File: src/rtl/sram_pkg.sv
// Shared types and constants for the asynchronous SRAM controller.
// Holds the FSM state encoding, default bus widths and the legal strobe-length range.
package sram_pkg;

  localparam int unsigned AW_DEF   = 20;
  localparam int unsigned DW_DEF   = 8;
  localparam int unsigned WAIT_MIN = 1;
  localparam int unsigned WAIT_MAX = 15;
  localparam int unsigned CNT_W    = 4;

  typedef enum logic [1:0] {
    ST_IDLE   = 2'd0,
    ST_SETUP  = 2'd1,
    ST_ACCESS = 2'd2,
    ST_HOLD   = 2'd3
  } state_t;

endpackage

File: src/rtl/sram_ctrl.sv
// Single-port asynchronous SRAM controller: SETUP / ACCESS(WAIT_CYCLES) / HOLD sequence.
// Every pin is a flop output; pad tristate is handled outside this block.
module sram_ctrl
  import sram_pkg::*;
#(
  parameter int unsigned AW          = AW_DEF,
  parameter int unsigned DW          = DW_DEF,
  parameter int unsigned WAIT_CYCLES = 2
) (
  input  logic          i_clk,
  input  logic          i_rst_n,
  input  logic          i_req_valid,
  output logic          o_req_ready,
  input  logic          i_req_we,
  input  logic [AW-1:0] i_req_addr,
  input  logic [DW-1:0] i_req_wdata,
  output logic          o_rsp_valid,
  output logic [DW-1:0] o_rsp_rdata,
  output logic [AW-1:0] o_sram_addr,
  output logic          o_sram_ce_n,
  output logic          o_sram_oe_n,
  output logic          o_sram_we_n,
  output logic [DW-1:0] o_sram_dq,
  output logic          o_sram_dq_oe,
  input  logic [DW-1:0] i_sram_dq,
  output state_t        o_dbg_state
);

  if (WAIT_CYCLES < WAIT_MIN || WAIT_CYCLES > WAIT_MAX) begin : g_bad_wait
    $error("sram_ctrl: WAIT_CYCLES must be in 1..15");
  end

  state_t           state_q;
  logic [CNT_W-1:0] cnt_q;
  logic             we_q;

  assign o_dbg_state = state_q;

  // Handshake: a request is taken on the rising edge where i_req_valid && o_req_ready;
  // the requester must hold addr/we/wdata stable while valid is high and ready is low.
  always_ff @(posedge i_clk or negedge i_rst_n) begin
    if (!i_rst_n) begin
      state_q      <= ST_IDLE;
      cnt_q        <= '0;
      we_q         <= 1'b0;
      o_req_ready  <= 1'b0;
      o_rsp_valid  <= 1'b0;
      o_rsp_rdata  <= '0;
      o_sram_addr  <= '0;
      o_sram_ce_n  <= 1'b1;
      o_sram_oe_n  <= 1'b1;
      o_sram_we_n  <= 1'b1;
      o_sram_dq    <= '0;
      o_sram_dq_oe <= 1'b0;
    end else begin
      o_rsp_valid <= 1'b0;
      case (state_q)
        ST_IDLE: begin
          o_req_ready <= 1'b1;
          if (i_req_valid && o_req_ready) begin
            // Outputs are loaded with SETUP values on the accept edge itself.
            state_q      <= ST_SETUP;
            we_q         <= i_req_we;
            o_req_ready  <= 1'b0;
            o_sram_addr  <= i_req_addr;
            o_sram_ce_n  <= 1'b0;
            o_sram_oe_n  <= i_req_we;
            o_sram_we_n  <= 1'b1;
            o_sram_dq_oe <= i_req_we;
            if (i_req_we) begin
              o_sram_dq <= i_req_wdata;
            end
          end
        end
        ST_SETUP: begin
          state_q     <= ST_ACCESS;
          cnt_q       <= CNT_W'(WAIT_CYCLES - 1);
          o_sram_we_n <= ~we_q;
        end
        ST_ACCESS: begin
          if (cnt_q == '0) begin
            state_q     <= ST_HOLD;
            o_sram_oe_n <= 1'b1;
            o_sram_we_n <= 1'b1;
            if (!we_q) begin
              o_rsp_rdata <= i_sram_dq;
              o_rsp_valid <= 1'b1;
            end
          end else begin
            cnt_q <= cnt_q - 1'b1;
          end
        end
        ST_HOLD: begin
          // dq_oe stays up through HOLD on writes to cover data hold time.
          state_q      <= ST_IDLE;
          o_req_ready  <= 1'b1;
          o_sram_ce_n  <= 1'b1;
          o_sram_oe_n  <= 1'b1;
          o_sram_we_n  <= 1'b1;
          o_sram_dq_oe <= 1'b0;
        end
        default: state_q <= ST_IDLE;
      endcase
    end
  end

endmodule
File: config.mk
export PLATFORM = sky130hd
export DESIGN_NAME = sram_ctrl
export DESIGN_NICKNAME = d
export VERILOG_FILES = /design/src/rtl/sram_pkg.sv /design/src/rtl/sram_ctrl.sv
export SDC_FILE = /design/constraint.sdc
export NUM_CORES = 1
export LEC_CHECK = 0
export ABC_CLOCK_PERIOD_IN_PS = 2100
export BUFFER_PORTS_ARGS = -buffer_cell sky130_fd_sc_hd__buf_4
export CAP_MARGIN = 20
export CORE_AREA = 5 5 59 100
export CTS_CLUSTER_SIZE = 30
export DETAILED_ROUTE_END_ITERATION = 6
export DIE_AREA = 0 0 64 105
export PLACE_DENSITY_LB_ADDON = 0.12
export SYNTH_ARGS = -nofsm -noshare
export SYNTH_HDL_FRONTEND = slang
export SYNTH_SLANG_ARGS = --single-unit
export TNS_END_PERCENT = 20
File: constraint.sdc
create_clock -name i_clk -period 2.1 [get_ports i_clk]
set_clock_uncertainty 0.2 [all_clocks]
set_input_delay 0.21 -clock i_clk [delete_from_list [all_inputs] [get_ports i_clk]]
set_output_delay 0.21 -clock i_clk [all_outputs]
set_load 0.05 [all_outputs]
Word level (Yosys, flattened, before mapping)

Cells that the tools add are included.

Register bits after elaboration: 49
Input bits: 40
Output and inout bits: 44
Logic and storage cells: 51

Add/subtract/negate cells: 1
Equal/unequal tests: 6
Multiplexer cells: 18
Bitwise gates (word level): 1
Reduce and logical (&&, ||, !) cells: 13

Operators by type and width:

| cell                                                                   | count |
|---|---|
| 3-bit AND reduction                                                    | 3 |
| 1-bit two-way mux                                                      | 8 |
| 2-bit one-hot mux with 4 select lines                                  | 1 |
| 4-bit one-hot mux with 2 select lines                                  | 1 |
| 2-bit AND reduction                                                    | 4 |
| 2-bit != test (second input constant)                                  | 3 |
| 1-bit one-hot mux with 2 select lines                                  | 3 |
| 2-bit equality test (second input constant)                            | 2 |
| 4-bit zero test                                                        | 1 |
| 2-bit two-way mux                                                      | 2 |
| 4-bit two-way mux                                                      | 1 |
| 1-bit one-hot mux with 4 select lines                                  | 1 |
| 2-bit nonzero test                                                     | 2 |
| 4-bit by 1-bit subtractor with 4-bit output (second input constant)    | 1 |
| 1-bit one-hot mux with 3 select lines                                  | 1 |
| 3-bit nonzero test                                                     | 1 |
| 2-bit by 1-bit equality test with 1-bit output (second input constant) | 1 |
| 2-bit zero test                                                        | 1 |
| 1-bit logical AND                                                      | 1 |
| 1-bit NOT                                                              | 1 |

Longest topological paths before layout

Gate-level depths: netlist (run 1).

Depth after elaboration: 3
Depth in mapped cells: 6
Mapped depth without buffers: 5

Worst setup path after synthesis (run 1)

Ideal clock, no wire load.

Path type: register -> register
From: register state_q[0] (netlist: o_dbg_state[0])
To: register o_rsp_rdata[0]
Library setup time: 125 ps
Arrival: 1981 ps
Data required time: 1775 ps
Path slack: -206 ps
Cell stages (with the launch flop): 7
Path buffers: 2
Period minus slack after synthesis: 2306 ps
Cells stage by stage: dfrtp_1 > inv_1 > ha_1 > clkbuf_1 > or3b_1 > buf_6 > mux2_4

Longest elaborated chain between the ends: 2

Ends and longest elaborated chain:

| what                                 | RTL line        | text |
|---|---|---|
| start: declaration                   | sram_ctrl.sv:33 | `state_t state_q;` |
| start signal: assignment             | sram_ctrl.sv:43 | `state_q <= ST_IDLE;` |
| start signal: assignment             | sram_ctrl.sv:62 | `state_q <= ST_SETUP;` |
| start signal: assignment             | sram_ctrl.sv:76 | `state_q <= ST_ACCESS;` |
| 2-bit equality test                  | sram_ctrl.sv:57 | `case (state_q)` |
| 3-bit AND reduction (no source line) | --              |  |
| end signal: assignment               | sram_ctrl.sv:86 | `o_rsp_rdata <= i_sram_dq;` |
| end: declaration                     | sram_ctrl.sv:18 | `output logic [DW-1:0] o_rsp_rdata,` |

Every way passes these cells.
A chain may end at the register's enable or synchronous reset.

Final worst setup path (run 1)

From: register cnt_q[0]
To: register o_rsp_rdata[4]

Longest elaborated chain between the ends: 2

Ends and longest elaborated chain:

| what                                 | RTL line        | text |
|---|---|---|
| start: declaration                   | sram_ctrl.sv:34 | `logic [CNT_W-1:0] cnt_q;` |
| start signal: assignment             | sram_ctrl.sv:77 | `cnt_q <= CNT_W'(WAIT_CYCLES - 1);` |
| start signal: assignment             | sram_ctrl.sv:90 | `cnt_q <= cnt_q - 1'b1;` |
| 4-bit zero test                      | sram_ctrl.sv:81 | `if (cnt_q == '0) begin` |
| 3-bit AND reduction (no source line) | --              |  |

Every way passes these cells.

==> results of run 1 <==
## what timing repair did
action                                 4_1_cts  5_1_grt
endpoints found under the hold margin       83        0
cloned                                       1        0
setup endpoints to repair                    9       10
hold buffers                                38        0
pin swaps                                    2        2
buffers inserted                             3        3
gates resized for setup                      6        3
## per-stage QoR
step / cell area, sq um / hold WS [ns] / cells
floorplan: 2043 / -0.2856 / 139
global placement: 2790 / 0.05255 / 281
detailed placement: 2790 / 0.06233 / 281
CTS: 3296 / 0.06257 / 331
global route: 3332 / 0.08348 / 334
finish: 3332 / 0.06670 / 334
## sequential cells by signal, summed over array words and instances (netlist names), 2 cells and up
name         cells
cnt_q            4
o_dbg_state      2
o_rsp_rdata      8
o_sram_addr     20
o_sram_dq        8
## worst register-to-register path: stages, from the launching register on
cell,delay [ns]
dfrtp_1,0.40
inv_2,0.09
ha_4,0.13
or3b_4,0.37
or3b_4,0.41
buf_6,0.15
mux2_4,0.30
## how the worst max path moves through the flow
stage | endpoint | slack [ns] | cells after the start
floorplan | o_rsp_rdata[0] | -0.02 | 6
global route | o_rsp_rdata[0] | -0.08 | 6
global placement | o_rsp_rdata[7] | -0.06 | 6
finish | o_rsp_rdata[4] | -0.05 | 6
CTS | o_rsp_rdata[4] | -0.08 | 6
detailed placement | o_rsp_rdata[4] | -0.14 | 6
## per-layer routing
layer  track usage  wire length (um)  vias to the layer above
met1        0.1685              1676                      778
met4       0.05052               113                        0
met5             0                 0                        -
met3       0.05048               442                       10
met2        0.3058              3010                       69
li1              -                 -                      766
## placed cells by master (no fill, tap or decap), drive strengths merged, types with 2 or more instances in the layout
master,instances
buf,99
dfrtp,46
nor2,2
inv,7
mux2i,4
dlygate4sd3,38
o21ai,5
clkbuf,6
nand2,6
mux2,38
clkinv,2
ha,6
or3b,2
dfstp,3
## power by group through the flow
stage	sequential (W)	clock [W]	combinational, W
finish	0.00172	0.000524	0.00365
detailed placement	0.00173	0	0.00349
floorplan	0.00316	0	0.000935
global route	0.00179	0.000590	0.00386
CTS	0.00172	0.000544	0.00361
global placement	0.00172	0	0.00343
## logic make-up (layout without fill, tap and decap cells)
| group | count (synthesis) | after routing | share of synthesized area |
|---|---|---|---|
| flops | 49 | 49 | 0.6031 |
| mux | 42 | 42 | 0.2442 |
| simple gates | 18 | 18 | 0.05031 |
| compound gates | 13 | 13 | 0.04172 |
| buf+inv | 11 | 152 | 0.02393 |
| fa+ha+maj | 6 | 6 | 0.03681 |
## layout make-up
type / instances / area (sq um) / share of cell area
tap: 54 / 67.56 / 0.02028
clock inverter: 2 / 10.01 / 0.003004
clock buffer: 6 / 72.57 / 0.02178
sequential: 49 / 1232 / 0.3699
multi-input combinational: 79 / 779.5 / 0.2339
timing repair buffer: 137 / 1144 / 0.3432
inverter: 7 / 26.28 / 0.007886
==> impl_metrics.toml, run 1 <==
[floorplan]
start_util = 0.4098
dieWidth_um = 64
die_area_sq_mm = 0.006720
coreArea_sq_mm = 0.004977
row_count = 34
die_y_um = 105
num_io_pins = 84

[global_route]
grt_pass1_vias = 1863
antenna_found_initial = 0
overflow = 0
grt_pass1_wl_um = 8797
grt_max_degree = 50
globalRouteTotalUtil = 0.1641

[critical_path]
required_ns = 2.08
rr_endpoint = "o_rsp_rdata[4]"
max_stage_delay_ns = 0.41
cpMostUsedCell = "or3b_4"
startpoint = "cnt_q[0]"
crit_slowest_cell = "or3b_4"
r2r-start = "cnt_q[0]"
critical_path_buf_inv_count = 2
reg2reg_depth = 6
end_kind = "flop"
path_delay_family = "simple AND/OR/NAND/NOR gates"
crit_chain = "inv_2 -> ha_4 -> or3b_4 -> or3b_4 -> buf_6 -> mux2_4"
path_class = "reg2reg"
cp-start-kind = "flop"
crit_path_max_fanout = 5
r2r_setup_slack_ns = -0.05
crit_arrival_ns = 2.13

[routing]
firstDrtPassIters = 4
via_per_inst = 4.859
wl_per_cell_um = 15.70
vias = 1623
route.detailed.drc = 0
ant_nets = 0
first_iter_violations = 36
drt_wl_total_um = 5243

[pwr]
share_comb_of_total_power = 0.619
switching_share = 0.4760
p_sw_w = 0.002808
power_density_mw_per_mm2 = 1771
pwr-share-clk = 0.089
pwr-share-seq = 0.292
finalPower_w = 0.005899
peakVddDrop_mv = 1.209
intPower_w = 0.003091
total_leakage_power_nw = 1.648

[clocking]
cts.sinks = 49
cts.clk_slew.worst_paths_ns = 0.08
clk_path_buf_depth = 2
insertion_delay_ns = 0.29
cts_tree = "done"
cts_buffers = 5
ctsHtreeMaxLevel = 2
cts-root-buf = "clkbuf_8"

[status]
violations = "negative setup slack"
status = "finished, violations left"

[logic_synthesis]
ys_warn_count = 0
synthCells = 139
synth_top_area_cell = "dfrtp_1"
ys_seq_area_frac = 0.6031
synth_seq_cells = 49
synth_area_sq_mm = 0.002039
syn-num-nets = 185
ys.flop_type = "dfrtp_1"
yosysMostFrequentCell = "dfrtp_1"
synth_area_leaders = "dfrtp_1 (56%), mux2_2 (17%), mux2_4 (5.9%)"
synth_cell_type_count = 30
avgSynthCellArea_sq_um = 14.67
yosys.area.top_type_share = 0.5644
synth_edf_count = 0
netlist_top_cells_count = "dfrtp_1 (46), mux2_2 (30), mux2_4 (8), inv_1 (7)"
async_flop_share = 1.000

[final_layout]
postLayoutCoreUtil = 0.6694
diodes = 0
syn2layout_area_growth_pct = 63.37
nFillCells = 360
final_nets = 325
drive_gt1_frac = 0.5571

[sta]
worst_slew_pin_slew_ns = 0.5953
finalHoldViolCount = 0
rsz0062_at_grt = "yes"
finalMaxSlewViolations = 0
final-setup-viol-count = 8
finalWorstSetupSlack_ns = -0.05122
max_freq_mhz = 464.9
period_minus_slack_ns = 2.151
finalSetupTns_ns = -0.3089
period_share = 1.024
relSlewSlack = 0.6031

[place]
pre_cts_ws_ns = -0.1412
gp_congestion = 0.7285
port_buffers = 83
post-dp-hpwl_um = 3581

[hold_path]
worstHoldEndpoint = "o_sram_oe_n"
hp-start = "i_req_we"
hold_path.class = "in2reg"
min_path_cells = 3

[job]
drv_cap = 0
No activity file was read; power rests on OpenSTA's default activity.
==> run 2, diff against run 1 <==
--- a/config.mk
+++ b/config.mk
@@ -5,13 +5,13 @@
 export SDC_FILE = /design/constraint.sdc
 export NUM_CORES = 1
 export LEC_CHECK = 0
+export ABC_AREA = 1
 export ABC_CLOCK_PERIOD_IN_PS = 2100
 export BUFFER_PORTS_ARGS = -buffer_cell sky130_fd_sc_hd__buf_4
 export CAP_MARGIN = 20
-export CORE_AREA = 5 5 59 100
-export CTS_CLUSTER_SIZE = 30
+export CORE_AREA = 5 5 60 102
 export DETAILED_ROUTE_END_ITERATION = 6
-export DIE_AREA = 0 0 64 105
+export DIE_AREA = 0 0 65 107
 export PLACE_DENSITY_LB_ADDON = 0.12
 export SYNTH_ARGS = -nofsm -noshare
 export SYNTH_HDL_FRONTEND = slang
==> impl_metrics.toml, run 2 <==
[critical_path]
r2r_setup_slack_ns = 0.42
cpMostUsedCell = "inv_1"
reg2reg_depth = 7
crit_slowest_cell = "dfrtp_1"
end_kind = "flop"
crit_chain = "inv_1 -> ha_1 -> inv_1 -> nor2_4 -> buf_4 -> nand3_1 -> nand2_1"
crit_arrival_ns = 1.72
required_ns = 2.14
cp-start-kind = "flop"
path_class = "reg2reg"
r2r-start = "o_dbg_state[1]"
rr_endpoint = "o_sram_dq[6]"
max_stage_delay_ns = 0.45
crit_path_max_fanout = 17

[global_route]
grt_pass1_wl_um = 8942
antenna_found_initial = 0
grt_pass1_vias = 1912
grt_max_degree = 50
overflow = 0
globalRouteTotalUtil = 0.1650

[final_layout]
final_common_cell = "nand2_1"
syn2layout_area_growth_pct = 52.43
final_nets = 403
final_cell_mix = "nand2_1 (113), buf_4 (86), dfrtp_1 (46), dlygate4sd3_1 (37), inv_1 (14)"
reg_top3 = "o_sram_addr (20), o_rsp_rdata (8), o_sram_dq (8)"
drive_gt1_frac = 0.3045
largest_reg_flops = 20
diodes = 0
top_register = "o_sram_addr"

[sta]
finalMaxSlewViolations = 0
rsz0062_at_grt = "no"
finalHoldViolCount = 0
period_share = 0.7985
final-setup-viol-count = 0
period_minus_slack_ns = 1.677
max_freq_mhz = 596.4
finalSetupTns_ns = 0
worst_slew_pin_slew_ns = 0.6159
relSlewSlack = 0.5894

[logic_synthesis]
ys_seq_area_frac = 0.5759
synth_seq_cells = 49
netlist_top_cells_count = "nand2_1 (113), dfrtp_1 (46), inv_1 (14), nand3_1 (12), nand4_1 (10)"
syn-num-nets = 281
synthSimpleGateAreaFrac = 0.3023
synth_edf_count = 0
muxShareOfSynthArea = 0
synth_area_leaders = "dfrtp_1 (54%), nand2_1 (20%), dfstp_2 (3.7%)"
yosys.area.top_type_share = 0.5390
ys.flop_type = "dfrtp_1"
yosysMostFrequentCell = "nand2_1"
synth_compound_area_frac = 0.02226
synth_area_sq_mm = 0.002136
ys_warn_count = 0
avgSynthCellArea_sq_um = 9.089
synthXorXnorAreaFrac = 0.004101
synth_top_area_cell = "dfrtp_1"
synth_top_family_by_area = "simple AND/OR/NAND/NOR gates"
synth_fa_ha_area_frac = 0.03515
synth_cell_type_count = 26
async_flop_share = 1.000
synthCells = 235

[routing]
route.detailed.drc = 0
vias = 1947
firstDrtPassIters = 4
first_iter_violations = 69
drt_wl_total_um = 5393
via_per_inst = 4.714
ant_nets = 0
wl_per_cell_um = 13.06

[pwr]
total_leakage_power_nw = 1.787
finalPower_w = 0.005595
power_density_mw_per_mm2 = 1719
peakVddDrop_mv = 0.9001

[floorplan]
coreArea_sq_mm = 0.005211
start_util = 0.4098
dieWidth_um = 65
num_io_pins = 84
die_area_sq_mm = 0.006955
row_count = 35
die_y_um = 107

[clocking]
cts.clk_slew.worst_paths_ns = 0.08
clk_path_buf_depth = 2
cts-root-buf = "clkbuf_8"
ctsHtreeMaxLevel = 2
post_cts_buffers = 0
cts.sinks = 49
cts_buffers = 5
insertion_delay_ns = 0.30
cts_tree = "done"

[hold_path]
hold_path.class = "in2reg"
worstHoldEndpoint = "o_sram_dq[2]"
min_path_cells = 3
hp-start = "i_req_we"

[place]
post-dp-hpwl_um = 3698
gp_congestion = 0.7615
port_buffers = 83

[job]
drv_cap = 0

[status]
status = "finished, final reports clean"
-- run 2: cell types whose count changed after synthesis, moves of 3 or more --
cell / previous run / this run
nand3_1: 1 / 12
inv_1: 7 / 14
mux2i_1: 4 / 0
buf_4: 0 / 3
nand2_2: 0 / 4
clkbuf_1: 3 / 0
nand4_1: 1 / 10
mux2_4: 8 / 0
mux2_2: 30 / 0
nand2_1: 6 / 113
-- run 2: cell type report --
class,instances,area [sq um]
timing repair buffer,123,1016
multi-input combinational,162,777.0
inverter,16,62.56
tap,55,68.82
fill,471,1956
sequential,49,1230
clock inverter,1,5.005
clock buffer,7,96.34
-- run 2: per-layer routing --
layer / routed length (um) / share of wire / vias up / global-route usage
met5: 0 / 0 / - / 0
met4: 112 / 0.021 / 0 / 0.06354
met3: 303 / 0.056 / 9 / 0.03564
met2: 2997 / 0.56 / 57 / 0.2996
met1: 1980 / 0.37 / 907 / 0.1831
li1: - / - / 974 / -
-- run 2: repair_timing --
action	4_1_cts	5_1_grt
hold buffers	37	0
hold endpoints to repair	82	0
gates resized for setup	0	0
endpoints found under the setup margin	0	0
-- run 2: logic make-up (layout without fill, tap and decap cells) --
group | count (synthesis) | in the layout
buffers and inverters | 24 | 147
XOR/XNOR | 1 | 1
flip-flops | 49 | 49
AND/OR/NAND/NOR | 147 | 147
AO/OA/AOI/OAI | 8 | 8
adder cells (fa/ha/maj) | 6 | 6
-- run 2: report_power, final --
part | total, W | switching (W) | internal [W] | leakage, nW
sequential | 0.00167 | 0.000264 | 0.00140 | 0.605
combinational | 0.00333 | 0.00234 | 0.000989 | 1.13
clock | 0.000596 | 0.000298 | 0.000298 | 0.0542
-- run 2: worst max-delay path by stage --
stage | startpoint | to
global placement | o_dbg_state[1] | o_sram_ce_n
floorplan | o_dbg_state[0] | o_dbg_state[1]
CTS | o_dbg_state[1] | o_sram_ce_n
finish | o_dbg_state[1] | o_sram_dq[6]
detailed placement | o_dbg_state[1] | o_sram_ce_n
global route | o_dbg_state[0] | o_sram_addr[18]
-- run 2: per-stage QoR --
stage | instances | hold WS [ns] | worst slack [ns] | utilization | cell area [sq um]
global route | 413 | 0.03054 | 0.2846 | 0.6247 | 3256
CTS | 413 | 0.02216 | 0.4089 | 0.6247 | 3256
global placement | 368 | 0.06890 | 0.4832 | 0.5342 | 2784
floorplan | 235 | -0.2856 | 0.3036 | - | 2136
detailed placement | 368 | 0.06915 | 0.4330 | 0.5342 | 2784
finish | 413 | 0.03222 | 0.4232 | 0.6247 | 3256
-- run 2: worst max-delay path, delay by kind of cell, from the launching register on --
family | cells | cell delay [ns]
adders and majority gates | 1 | 0.19
and+or+nand+nor | 3 | 0.33
buffers and inverters | 3 | 0.45
DFF | 1 | 0.45
